**config.mk**
```make
export PLATFORM = sky130hd
export DESIGN_NAME = f1_start_ctrl
export DESIGN_NICKNAME = d
export VERILOG_FILES = /design/src/rtl/f1_start_ctrl.sv
export SDC_FILE = /design/constraint.sdc
export NUM_CORES = 1
export LEC_CHECK = 0
export CAP_MARGIN = 20
export CORE_ASPECT_RATIO = 0.5
export CORE_UTILIZATION = 55
export DETAILED_ROUTE_END_ITERATION = 8
export DONT_BUFFER_PORTS = 1
export PLACE_DENSITY = 0.7
export SLEW_MARGIN = 20
export SYNTH_ARGS = -nofsm -noshare
export SYNTH_HDL_FRONTEND = slang
export SYNTH_SLANG_ARGS = --single-unit
export TNS_END_PERCENT = 1
```
**constraint.sdc**
```tcl
create_clock -name clk -period 6 [get_ports clk]
set_clock_uncertainty 0.05 [all_clocks]
set_input_delay 1.2 -clock clk [delete_from_list [all_inputs] [get_ports clk]]
set_output_delay 1.2 -clock clk [all_outputs]
set_load 0.05 [all_outputs]
```
**src/rtl/f1_start_ctrl.sv**
```systemverilog
// ---------------------------------------------------------------------------
// f1_start_ctrl
//
// Sequencer for the F1 start-light demo. After a trigger it builds up the
// 8-light bar one light per tick, holds the full bar for a pseudo-random
// number of ticks taken from the LFSR, blanks the bar and then counts clock
// cycles until the driver presses react. Pressing react before the bar goes
// dark is reported as a false start.
//
// Parameters:
//   DLY_BITS    number of low LFSR bits used as the random hold (1..8)
//   TIME_W      width of the reaction counter and time_out
//
// Ports:
//   clk         system clock, rising edge
//   rst         asynchronous active-high reset
//   trigger     start request, honoured only while idle
//   tick        one-cycle pacing strobe for the build-up and the hold
//   react       driver button, sampled every cycle
//   lfsr_data   current LFSR value
//   lfsr_en     LFSR advance enable (high only while idle)
//   lights      light bar, bit 0 lights first
//   busy        high whenever a run is in progress
//   false_start one-cycle pulse on a premature react
//   time_valid  one-cycle pulse when time_out is updated
//   time_out    last measured reaction time in cycles
// ---------------------------------------------------------------------------
module f1_start_ctrl #(
    parameter int DLY_BITS = 3,
    parameter int TIME_W   = 16
) (
    input  logic              clk,
    input  logic              rst,
    input  logic              trigger,
    input  logic              tick,
    input  logic              react,
    input  logic [7:0]        lfsr_data,
    output logic              lfsr_en,
    output logic [7:0]        lights,
    output logic              busy,
    output logic              false_start,
    output logic              time_valid,
    output logic [TIME_W-1:0] time_out
);

    typedef enum logic [1:0] {
        IDLE  = 2'd0,
        SEQ   = 2'd1,
        DELAY = 2'd2,
        GO    = 2'd3
    } state_t;

    localparam logic [TIME_W-1:0] RCNT_MAX = '1;

    state_t              r_state;
    logic [7:0]          r_lights;
    logic [DLY_BITS-1:0] r_dcnt;
    logic [TIME_W-1:0]   r_rcnt;
    logic [TIME_W-1:0]   r_time_out;
    logic                r_false_start;
    logic                r_time_valid;

    // Only the low DLY_BITS of the LFSR feed the hold counter; the rest of
    // the bus is deliberately left unused.
    logic w_unused_lfsr;
    assign w_unused_lfsr = ^lfsr_data;

    // The LFSR keeps running while idle so the hold length depends on when
    // the driver triggers, and is frozen for the duration of a run.
    assign lfsr_en     = (r_state == IDLE);
    assign busy        = (r_state != IDLE);
    assign lights      = r_lights;
    assign false_start = r_false_start;
    assign time_valid  = r_time_valid;
    assign time_out    = r_time_out;

    // Single sequencer process. The pulse outputs default low every cycle so
    // they can never stretch, even with react held down. In SEQ and DELAY the
    // react check comes before the tick check so a press wins over a tick in
    // the same cycle.
    always_ff @(posedge clk or posedge rst) begin
        if (rst) begin
            r_state       <= IDLE;
            r_lights      <= 8'h00;
            r_dcnt        <= '0;
            r_rcnt        <= '0;
            r_time_out    <= '0;
            r_false_start <= 1'b0;
            r_time_valid  <= 1'b0;
        end else begin
            r_false_start <= 1'b0;
            r_time_valid  <= 1'b0;
            case (r_state)
                IDLE: begin
                    if (trigger) begin
                        r_state  <= SEQ;
                        r_lights <= 8'h01;
                    end
                end
                SEQ: begin
                    if (react) begin
                        r_lights      <= 8'h00;
                        r_false_start <= 1'b1;
                        r_state       <= IDLE;
                    end else if (tick) begin
                        if (r_lights != 8'hFF) begin
                            r_lights <= {r_lights[6:0], 1'b1};
                        end else begin
                            r_dcnt  <= lfsr_data[DLY_BITS-1:0];
                            r_state <= DELAY;
                        end
                    end
                end
                DELAY: begin
                    // The counter is checked before decrementing, so a
                    // captured value K holds the bar for K+1 ticks.
                    if (react) begin
                        r_lights      <= 8'h00;
                        r_false_start <= 1'b1;
                        r_state       <= IDLE;
                    end else if (tick) begin
                        if (r_dcnt != '0) begin
                            r_dcnt <= r_dcnt - 1'b1;
                        end else begin
                            r_lights <= 8'h00;
                            r_rcnt   <= '0;
                            r_state  <= GO;
                        end
                    end
                end
                GO: begin
                    if (react) begin
                        r_time_out   <= r_rcnt;
                        r_time_valid <= 1'b1;
                        r_state      <= IDLE;
                    end else if (r_rcnt != RCNT_MAX) begin
                        r_rcnt <= r_rcnt + 1'b1;
                    end
                end
                default: begin
                    r_state <= IDLE;
                end
            endcase
        end
    end

endmodule

```
Word-level counts from Yosys, hierarchy flattened
Cells that the tools add are included.

Output and inout port bits: 28. Bits in registers: 47. Bits of input ports: 13. Word-level logic and storage cells: 75.

Equality and inequality tests: 21. Add/sub/neg operators: 2. Reduce and logical (&&, ||, !) cells: 12. Mux-type cells: 33.

Operator list (number): 16-bit 2-to-1 mux (5); 8-bit 2-to-1 mux (7); 16-bit case mux with 2 select lines (1); 8-bit case mux with 3 select lines (1); 2-bit != test (second input constant) (11); 3-bit 2-to-1 mux (6); 6-bit AND reduction (3); 16-bit by 1-bit adder with 16-bit output (second input constant) (1); 2-bit 2-to-1 mux (8); 16-bit != test (second input constant) (1); 3-bit != test (second input constant) (5); 8-bit != test (second input constant) (1); 2-bit case mux with 4 select lines (1); 7-bit AND reduction (1); 3-bit case mux with 2 select lines (1); 2-bit nonzero test (3); 3-bit nonzero test (2); 2-bit == test (second input constant) (2); 1-bit 2-to-1 mux (3); 3-bit by 1-bit subtractor with 3-bit output (second input constant) (1); 2-bit by 1-bit == test with 1-bit output (second input constant) (1); 2-bit logical NOT (1); 2-bit AND reduction (1); 2-bit OR reduction (1).

Logic depth before layout (Yosys ltp)
Gate-level depths: netlist of run 1.

Depth in word-level cells: 5. Gate-level depth with buffers: 7. Mapped depth without buffers: 6.

Worst setup path before layout of run 1
Ideal clock, no wire load.

Kind: in2reg. From: in react. To: reg r_lights[1] (netlist: lights[1]). Path buffers: 1. Path slack: 3319 ps. Data required time: 5825 ps. Setup time: 125 ps. Data arrival time: 2507 ps. Stages: 5. Cell sequence: buf_2 inv_1 a311o_2 a211oi_4 mux2_2.

Longest elaborated chain between the ends: 2. Elaborated cells between the ends (all ways): 8. Those cells by class: eq/ne: 4; mux: 3; reduce/logical: 1.

Ends and longest elaborated chain: start, declared (RTL line 36) `input logic react,`; 3-bit != test (no source line), or another cell as far along; 6-bit AND reduction (no source line) / 8-bit case mux with 3 select lines (equally long branches); end signal, assigned (RTL line 107) `r_lights <= {r_lights[6:0], 1'b1};`; end, declared (RTL line 56) `logic [7:0] r_lights;`.

Several ways; a longest one is shown, not always the timed one. A chain may end at the register's enable or synchronous reset.

Final worst setup path of run 1
From: reg r_state[0]. To: out busy.

Longest elaborated chain between the ends: 1.

Ends and longest elaborated chain: start, declared (RTL line 55) `state_t r_state;`; start signal, assigned (RTL line 83) `r_state <= IDLE;`; start signal, assigned (RTL line 96) `r_state <= SEQ;`; start signal, assigned (RTL line 104) `r_state <= IDLE;`; 2-bit nonzero test (RTL line 71) `assign busy = (r_state != IDLE);`; end, declared (RTL line 40) `output logic busy,`.

Every way passes these cells.

==> run summary, run 1 <==
==================================================================================
Type of origin of the critical path                                       register
Number of max-slew violations in the final report                                0
Initial antenna violation count                                                  0
Slew Limit Headroom                                                          0.462
First-pass GRT wire length                                                 8870 um
Worst ir drop on vdd                                                        279 uV
Transition time at the pin with the least slew margin                       807 ps
Share of Yosys cell area claimed by the top area cell type                   0.466
Clock period minus worst slack                                             3130 ps
Hold buffer count at cts                                                         0
Die width                                                                  97.8 um
Gpl congestion                                                               0.855
Clock buffers created by TritonCTS                                               5
Number of top-level pins                                                        41
Number of inserted diodes                                                        0
HPWL after detailed placement                                              3520 um
Min-delay worst type                                                  register to register
DR vias                                                                       1929
Final Power                                                                1200 uW
Share of final-layout standard cells stronger than drive strength 1          0.121
Global-route usage over all layers                                           0.234
Clock insertion delay at the later pin of the skew report                   310 ps
Main area contributors after synthesis                                sky130_fd_sc_hd__dfrtp_1 47%, sky130_fd_sc_hd__mux2_2 7.1%, sky130_fd_sc_hd__o21ai_0 4.4%
Post-synthesis sequential area ratio                                         0.466
Average wire per cell in the routed design                                 17.4 um
FF+latch count, synth                                                           47
H-tree depth                                                                     2
Row Count                                                                       16
Post-route DRC                                                                   2
Total congestion overflow                                                        0
RSZ-0062 raised after global routing                                            no
Kind of cell with the highest combined delay on the critical path      adder cells
Number of hold violations in the final report                                    0
Starting DRC count in detailed routing                                         134
Number of I/O port buffers                                                       0
Max incr delay on CP                                                        590 ps
Commonest cells in the netlist                                        47 x sky130_fd_sc_hd__dfrtp_1, 22 x sky130_fd_sc_hd__o21ai_0, 20 x sky130_fd_sc_hd__nand2_1
Dominant cell type by area after synthesis                            sky130_fd_sc_hd__dfrtp_1
Setup tns final                                                               0 ps
Yosys warns                                                                      0
Async set or reset register ratio after synthesis                             1.00
Leakage power summed over all cells                                     0.00115 uW
Core region area                                                         4140 um^2
Critical path required time                                                4750 ps
Final wirelength                                                           5240 um
Netlist area before placement                                            2530 um^2
Mapped Nets                                                                    270
Number of unique standard cell types used by synthesis                          45
Crit share post-route                                                        0.522
Kind of capture point of the worst setup path                           output pin
Layout overhead on the synthesized area                                      4.80%
Maximum clock path buffer count                                                  2
Post-cts sizing count                                                            0
Bufs and invs on worst path                                                      2
Pin count of the biggest net entering global routing                            48
Vias in the first global route                                                1823
Final ANT Viol Nets                                                              0
Number of buffers inserted by post-CTS setup repair                              0
Library cell appearing most often on the critical path                sky130_fd_sc_hd__inv_1
Cell with the most instances after synthesis                          sky130_fd_sc_hd__dfrtp_1
Synthesized instance count                                                     250
Critical path peak fanout                                                        5
Critical-path cell with the highest stage delay                       sky130_fd_sc_hd__ha_1
Number of nets in the layout                                                   266
Area enclosed by the die boundary                                        4880 um^2
Via/cell ratio                                                                6.41
Most used DFF post-synth                                              sky130_fd_sc_hd__dfrtp_1
Cells traversed along the worst timing path                           inv_1 > ha_1 > inv_1
Number of enable-type register cells in the synthesized netlist                  0
Clk root buf                                                          sky130_fd_sc_hd__clkbuf_8
Peak clock frequency supported by timing                                 0.320 GHz
Number of sinks on the clock net                                                47
CTS tree                                                                      done
Mapped Avg Cell Area                                                     10.1 um^2
Final Setup Violations                                                           0
Failing checks                                                        design-rule violations
Cell area power density                                                455 nW/um^2
Critical setup path kind                                              register to output pin
Status                                                                complete, but fails checks
Worst-path clk slew                                                          90 ps
Router iterations before antenna repair                                          6
Max_cap viols                                                                    0
Vertical extent of the die                                                 49.9 um
Initial cell density of the core                                             0.610
Arrival @ worst endpoint                                                   1880 ps
==================================================================================
[through the flow]
| step | utilization | cells | hold slack (ps) | instance area (um^2) | setup WS (ps) |
|---|---|---|---|---|---|
| finish | 0.639 | 301 | 452 | 2650 | 2870 |
| global placement | 0.615 | 293 | 421 | 2550 | 3250 |
| detailed placement | 0.615 | 293 | 434 | 2550 | 3210 |
| floorplan | - | 250 | 402 | 2530 | 3320 |
| CTS | 0.639 | 301 | 452 | 2650 | 2860 |
| global route | 0.639 | 301 | 505 | 2650 | 2770 |
[path summary, 6_finish.rpt]
kind                       slack [ps]         end  depth (start not counted)  startpoint
max reg2reg                      3410  r_rcnt[10]                          5  r_state[0]
min in group asynchronous         850   lights[2]                          1         rst
min reg2reg                       450   r_dcnt[0]                          1   r_dcnt[0]
max                              2870        busy                          3  r_state[0]
max in group asynchronous        4570   lights[7]                          1         rst
min                               450   r_dcnt[0]                          1   r_dcnt[0]
[cell usage in the layout (no fill, tap or decap), types with 5 or more instances in the layout]
master | synthesis | final
sky130_fd_sc_hd__nor2_1 | 9 | 9
sky130_fd_sc_hd__mux2i_1 | 5 | 5
sky130_fd_sc_hd__and4_1 | 6 | 6
sky130_fd_sc_hd__o21ai_0 | 22 | 22
sky130_fd_sc_hd__and3_1 | 8 | 8
sky130_fd_sc_hd__clkbuf_8 | 0 | 6
sky130_fd_sc_hd__a21o_1 | 5 | 5
sky130_fd_sc_hd__nand3_1 | 9 | 9
sky130_fd_sc_hd__ha_1 | 7 | 7
sky130_fd_sc_hd__inv_1 | 16 | 15
sky130_fd_sc_hd__nand4_1 | 6 | 6
sky130_fd_sc_hd__dfrtp_1 | 47 | 47
sky130_fd_sc_hd__mux2_2 | 16 | 16
sky130_fd_sc_hd__a22o_1 | 6 | 6
sky130_fd_sc_hd__nand2_1 | 20 | 20
[layout make-up]
type	count	area, um^2
inverters	17	65.1
flip-flops and latches	47	1180
clock inverters	2	16.3
multi-input cells	175	1240
well taps	54	67.6
clock buffers	6	82.6
fillers	344	1500
[flip-flops by register name, indices dropped and copies added (netlist names)]
register / flops
time_out: 16
r_state: 2
time_valid: 1
r_dcnt: 3
lights: 8
false_start: 1
r_rcnt: 16
[where the power goes]
| group | total [uW] | leakage, uW | switching (uW) | internal [uW] |
|---|---|---|---|---|
| clock network | 207 | 0.0000474 | 113 | 94.2 |
| registers | 641 | 0.000616 | 237 | 404 |
| logic | 357 | 0.000489 | 218 | 139 |
[logic make-up (layout without fill, tap and decap cells)]
logic type      count (synthesis)  in the layout  synth area share
buf+inv                        28             25            0.0436
mux                            21             21            0.0911
flops                          47             47             0.466
simple gates                   81             81             0.177
compound gates                 66             66             0.188
fa+ha+maj                       7              7            0.0347
[per-layer routing]
metal / vias to the layer above / share of wire / GRT usage
li1: 929 / - / -
met1: 938 / 0.47 / 0.302
met2: 58 / 0.46 / 0.378
met3: 4 / 0.063 / 0.0709
met4: 0 / 0.0078 / 0.0808
met5: - / 0 / 0
No activity file was read; power rests on OpenSTA's default activity.
==> run 2: changes to the inputs <==
- clock period: 6 -> 3.2 ns (I/O delays scaled with it)
==> run 2 against run 1 <==
Against the previous run: the run still ends with design-rule violations left; setup slack lost 2200 ps; critical path type unchanged; first-iteration DRC count shrank 10%; wire length shrank 1.9%; critical path depth is the same; sequential power grew 87%; total power grew 92%; design area grew 1.1%.
==> run summary, run 2 (same netlist as run 1, synthesis figures left out) <==
==================================================================================
Final ANT Viol Nets                                                              0   unchanged
Gpl congestion                                                               0.857   +0.23%
Leakage power summed over all cells                                     0.00117 uW   +1.8%
Hold buffer count at cts                                                         0   unchanged
Worst ir drop on vdd                                                        606 uV   +120%
Clock buffers created by TritonCTS                                               5   unchanged
Reg-to-Reg End                                                           lights[5]
Via/cell ratio                                                                6.34   -1.1%
Number of nets in the layout                                                   268   +0.75%
Critical path peak fanout                                                        5   unchanged
Clock period minus worst slack                                             2560 ps
Kind of cell with the highest combined delay on the critical path      adder cells
Max_cap viols                                                                    0   unchanged
Worst-path clk slew                                                          90 ps   about the same
Maximum clock path buffer count                                                  2   unchanged
Router iterations before antenna repair                                          6   unchanged
Number of placed cells counting well taps                                      295   +0.68%
Slack of the worst reg-to-reg path                                          660 ps   -2750 ps
Transition time at the pin with the least slew margin                       799 ps   -7.39 ps
Final Setup Violations                                                           0   unchanged
Critical-path cell with the highest stage delay                       sky130_fd_sc_hd__ha_1
Finished Layout Cells                                                          303   +0.66%
Slew Limit Headroom                                                          0.467   +0.00493
Failing checks                                                        design-rule violations
Kind of capture point of the worst setup path                           output pin
Type of origin of the critical path                                       register
Layout overhead on the synthesized area                                      5.94%
Final wirelength                                                           5140 um   -1.9%
Min-delay worst type                                                  input port to asynchronous set/reset pin
H-tree depth                                                                     2   unchanged
Row Count                                                                       16   unchanged
Pin count of the biggest net entering global routing                            48   unchanged
Area of all sequential standard cells                                    1180 um^2   unchanged
Bufs and invs on worst path                                                      2   unchanged
Highest-count cells in the layout ignoring fill and taps              47 x sky130_fd_sc_hd__dfrtp_1, 22 x sky130_fd_sc_hd__o21ai_0, 20 x sky130_fd_sc_hd__nand2_1, 16 x sky130_fd_sc_hd__mux2_2, 15 x sky130_fd_sc_hd__inv_1
Number of sinks on the clock net                                                47   unchanged
Number of top-level pins                                                        41   unchanged
Initial cell density of the core                                             0.610   unchanged
Number of I/O port buffers                                                       0   unchanged
Number of max-slew violations in the final report                                0   unchanged
Post-route DRC                                                                   2   unchanged
Core region area                                                         4140 um^2   unchanged
Final setup margin                                                          639 ps   -2230 ps
First-pass GRT wire length                                                 9040 um   +1.9%
Total area of multi-input combinational cells                            1240 um^2   unchanged
Cells traversed along the worst timing path                           inv_1 > ha_1 > inv_1
HPWL after detailed placement                                              3560 um   +1.1%
R2R cell count                                                                   6   +1
Final hold slack                                                            290 ps   -162 ps
Die width                                                                  97.8 um   unchanged
CTS tree                                                                      done
Vias in the first global route                                                1905   +4.5%
RSZ-0062 raised after global routing                                            no
Crit share post-route                                                        0.800
Setup tns final                                                               0 ps   unchanged
Area enclosed by the die boundary                                        4880 um^2   unchanged
Status                                                                complete, but fails checks
Clock insertion delay at the later pin of the skew report                   300 ps   about the same
Number of inserted diodes                                                        0   unchanged
Global-route usage over all layers                                           0.236   +0.00193
Minimum setup slack after placement                                         668 ps   -2540 ps
Peak clock frequency supported by timing                                 0.390 GHz
Cell area power density                                                863 nW/um^2   +90%
Max incr delay on CP                                                        580 ps   about the same
Most common cell after layout, fill and taps aside                    sky130_fd_sc_hd__dfrtp_1
Post-cts sizing count                                                            0   unchanged
Total congestion overflow                                                        0   unchanged
Arrival @ worst endpoint                                                   1870 ps   about the same
Starting DRC count in detailed routing                                         120   -10%
Initial antenna violation count                                                  0   unchanged
Final Power                                                                2310 uW   +92%
Critical path required time                                                2510 ps   -2240 ps
Clk root buf                                                          sky130_fd_sc_hd__clkbuf_8
Critical setup path kind                                              register to output pin
Crit Reg-Reg Startpoint                                                 r_state[0]
Layout fillers                                                                 340   -1.2%
Number of hold violations in the final report                                    0   unchanged
Vertical extent of the die                                                 49.9 um   unchanged
Share of final-layout standard cells stronger than drive strength 1          0.129   +0.00706
Number of buffers inserted by post-CTS setup repair                              0   unchanged
DR vias                                                                       1921   -0.41%
Library cell appearing most often on the critical path                sky130_fd_sc_hd__inv_1
Average wire per cell in the routed design                                 17.0 um   -2.5%
==================================================================================
-- run 2: cell count changes in the layout (fill, tap and decap cells not counted) --
cell                         before  now
sky130_fd_sc_hd__clkinv_2         1    2
sky130_fd_sc_hd__buf_4            0    2
sky130_fd_sc_hd__clkbuf_8         6    5
sky130_fd_sc_hd__bufinv_16        0    1
sky130_fd_sc_hd__clkinvlp_4       1    0
-- run 2: final cells by class --
cell class,count,area share
Tap cell,54,0.0252
Multi-Input combinational cell,175,0.463
Clock inverter,3,0.0164
Sequential cell,47,0.439
Clock buffer,5,0.0257
Timing Repair Buffer,2,0.00561
Inverter,17,0.0243
-- run 2: worst max path at each step --
stage / from / endpoint / cells after the start
after detailed placement: r_state[0] / lights[5] / 6
final: r_state[0] / busy / 3
after global placement: r_state[0] / lights[7] / 6
after CTS: r_state[0] / busy / 3
after floorplan: r_state[0] / lights[1] / 6
after global routing: r_state[0] / r_rcnt[9] / 6
-- run 2: metal layers --
layer	global-route usage	vias up	part of all wire
met2	0.392	59	0.47
met3	0.0624	2	0.061
li1	-	931	-
met1	0.311	929	0.47
met4	0.0530	0	0.0023
met5	0	-	0
-- run 2: power by group --
part	total (uW)	switching, uW	internal [uW]
clock	439	206	233
combinational	674	410	264
sequential	1200	439	757
total	2310	1050	1250
-- run 2: metrics by stage --
stage | instance area, um^2 | utilization
4_1_cts | 2680 | 0.646
6_report | 2680 | 0.646
3_3_place_gp | 2560 | 0.618
3_5_place_dp | 2560 | 0.618
2_1_floorplan | 2530 | -
5_1_grt | 2680 | 0.646
==> run 3: changes to the inputs <==
- clock period: 3.2 -> 2.4 ns (I/O delays scaled with it)
==> run 3 against run 2 <==
Against the previous run: the run still ends with design-rule violations left; wire length increased by 5.1%; setup slack worse by 490 ps; register-to-register slack lost 510 ps; clock power rose by 59%; utilization is 3.7 points higher; total power up 42%; combinational power up 57%; sequential power up 28%.
==> run summary, run 3 (same netlist as run 1, synthesis figures left out) <==
==================================================================================
Share of final-layout standard cells stronger than drive strength 1          0.181   +0.0526
Critical setup path kind                                              register to register
Worst-path clk slew                                                         100 ps   about the same
Met3 Usage GRT                                                              0.0738   +0.0113
Core region area                                                         4140 um^2   unchanged
Number of placed cells counting well taps                                      311   +5.4%
Layout fillers                                                                 336   -1.2%
Vertical extent of the die                                                 49.9 um   unchanged
Worst ir drop on vdd                                                        874 uV   +44%
Number of nets in the layout                                                   284   +6.0%
Arrival @ worst endpoint                                                   2390 ps   +520 ps
Clock buffers created by TritonCTS                                               5   unchanged
Final hold slack                                                           27.7 ps   -262 ps
Initial antenna violation count                                                  0   unchanged
Final ANT Viol Nets                                                              0   unchanged
Clock period minus worst slack                                             2250 ps
Number of sinks on the clock net                                                47   unchanged
Gpl congestion                                                               0.871   +1.7%
Clock insertion delay at the later pin of the skew report                   310 ps   about the same
H-tree depth                                                                     2   unchanged
Row Count                                                                       16   unchanged
Hold buffer count at cts                                                         0   unchanged
Number of buffers inserted by post-CTS setup repair                              0   unchanged
Met1 routing resource usage after global routing                             0.328   +0.0163
Highest-count cells in the layout ignoring fill and taps              47 x sky130_fd_sc_hd__dfrtp_1, 22 x sky130_fd_sc_hd__o21ai_0, 20 x sky130_fd_sc_hd__nand2_1, 17 x sky130_fd_sc_hd__buf_4, 16 x sky130_fd_sc_hd__mux2_2
First-pass GRT wire length                                                 9390 um   +3.9%
Router iterations before antenna repair                                          6   unchanged
Initial cell density of the core                                             0.610   unchanged
Clk root buf                                                          sky130_fd_sc_hd__clkbuf_8
CTS tree                                                                      done
Critical path peak fanout                                                        7   +2
Average wire per cell in the routed design                                 16.9 um   -0.14%
Post-route DRC                                                                   2   unchanged
Number of inserted diodes                                                        0   unchanged
Finished Layout Cells                                                          319   +5.3%
Critical path required time                                                2540 ps   +30 ps
RSZ-0062 raised after global routing                                            no
Pin count of the biggest net entering global routing                            48   unchanged
Cell area power density                                               1160 nW/um^2   +35%
Maximum clock path buffer count                                                  2   unchanged
Crit Reg-Reg Startpoint                                                 r_state[1]
Most common cell after layout, fill and taps aside                    sky130_fd_sc_hd__dfrtp_1
Die width                                                                  97.8 um   unchanged
Global-route met2 utilization                                                0.396   +0.00352
Highest-utilization routing layer at the global route stage                   met2
DR vias                                                                       2018   +5.0%
Status                                                                complete, but fails checks
Slew Limit Headroom                                                          0.638   +0.172
Area enclosed by the die boundary                                        4880 um^2   unchanged
Layout overhead on the synthesized area                                      12.1%
Via/cell ratio                                                                6.33   -0.22%
Start point of the critical path                                        r_state[1]
Post-cts sizing count                                                            0   unchanged
Failing checks                                                        design-rule violations
Number of hold violations in the final report                                    0   unchanged
Peak clock frequency supported by timing                                 0.444 GHz
Crit share post-route                                                        0.938
Final Setup Violations                                                           0   unchanged
Max_cap viols                                                                    0   unchanged
Starting DRC count in detailed routing                                         122   +1.7%
Vias in the first global route                                                1959   +2.8%
Kind of capture point of the worst setup path                             register
Number of top-level pins                                                        41   unchanged
Transition time at the pin with the least slew margin                       529 ps   -271 ps
Min-delay worst type                                                  input port to asynchronous set/reset pin
Type of origin of the critical path                                       register
Number of I/O port buffers                                                       0   unchanged
Setup tns final                                                               0 ps   unchanged
Number of max-slew violations in the final report                                0   unchanged
HPWL after detailed placement                                              3680 um   +3.2%
Final wirelength                                                           5410 um   +5.1%
Total congestion overflow                                                        0   unchanged
Global-route usage over all layers                                           0.248   +0.0116
Leakage power summed over all cells                                     0.00127 uW   +8.0%
==================================================================================
run 3: path summary, 6_finish.rpt:
path	end	slack [ps]	cells after the start
max	lights[2]	150	6
min	r_rcnt[15]	30	2
max reg2reg	lights[2]	150	6
min reg2reg	r_dcnt[0]	450	1
max in group asynchronous	r_rcnt[10]	2050	2
min in group clk	false_start	270	1
run 3: final cells by class:
type	instances	area, um^2	share of cell area
inverters	17	63.8	0.0225
flip-flops and latches	47	1180	0.415
clock buffers	5	68.8	0.0243
clock inverters	3	67.6	0.0239
well taps	54	67.6	0.0239
repair buffers	18	148	0.0521
multi-input cells	175	1240	0.438
run 3: critical path, stage by stage (launching register included):
cell and delay, ps:
sky130_fd_sc_hd__dfrtp_1 420, sky130_fd_sc_hd__inv_1 100, sky130_fd_sc_hd__ha_1 200, sky130_fd_sc_hd__nor3b_1 140, sky130_fd_sc_hd__a311o_2 430, sky130_fd_sc_hd__a211oi_4 410, sky130_fd_sc_hd__mux2_2 380
run 3: where the power goes:
group	switching [uW]	internal [uW]
Combinational	636	421
Sequential	520	1010
Clock	284	416
Total	1440	1850
run 3: routing by layer:
metal / vias up / part of all wire
li1: 958 / -
met1: 989 / 0.47
met2: 63 / 0.45
met3: 8 / 0.065
met4: 0 / 0.0078
met5: - / 0
run 3: metrics by stage:
stage                     setup slack [ps]  power [uW]  utilization  instance area [um^2]
final                                  148        3290        0.683                  2830
after global routing                  28.7        3480        0.683                  2830
after CTS                              153        3300        0.683                  2830
after detailed placement               189        2590        0.650                  2700
after global placement                 207        2560        0.650                  2700
after floorplan                       80.4        2290            -                  2530
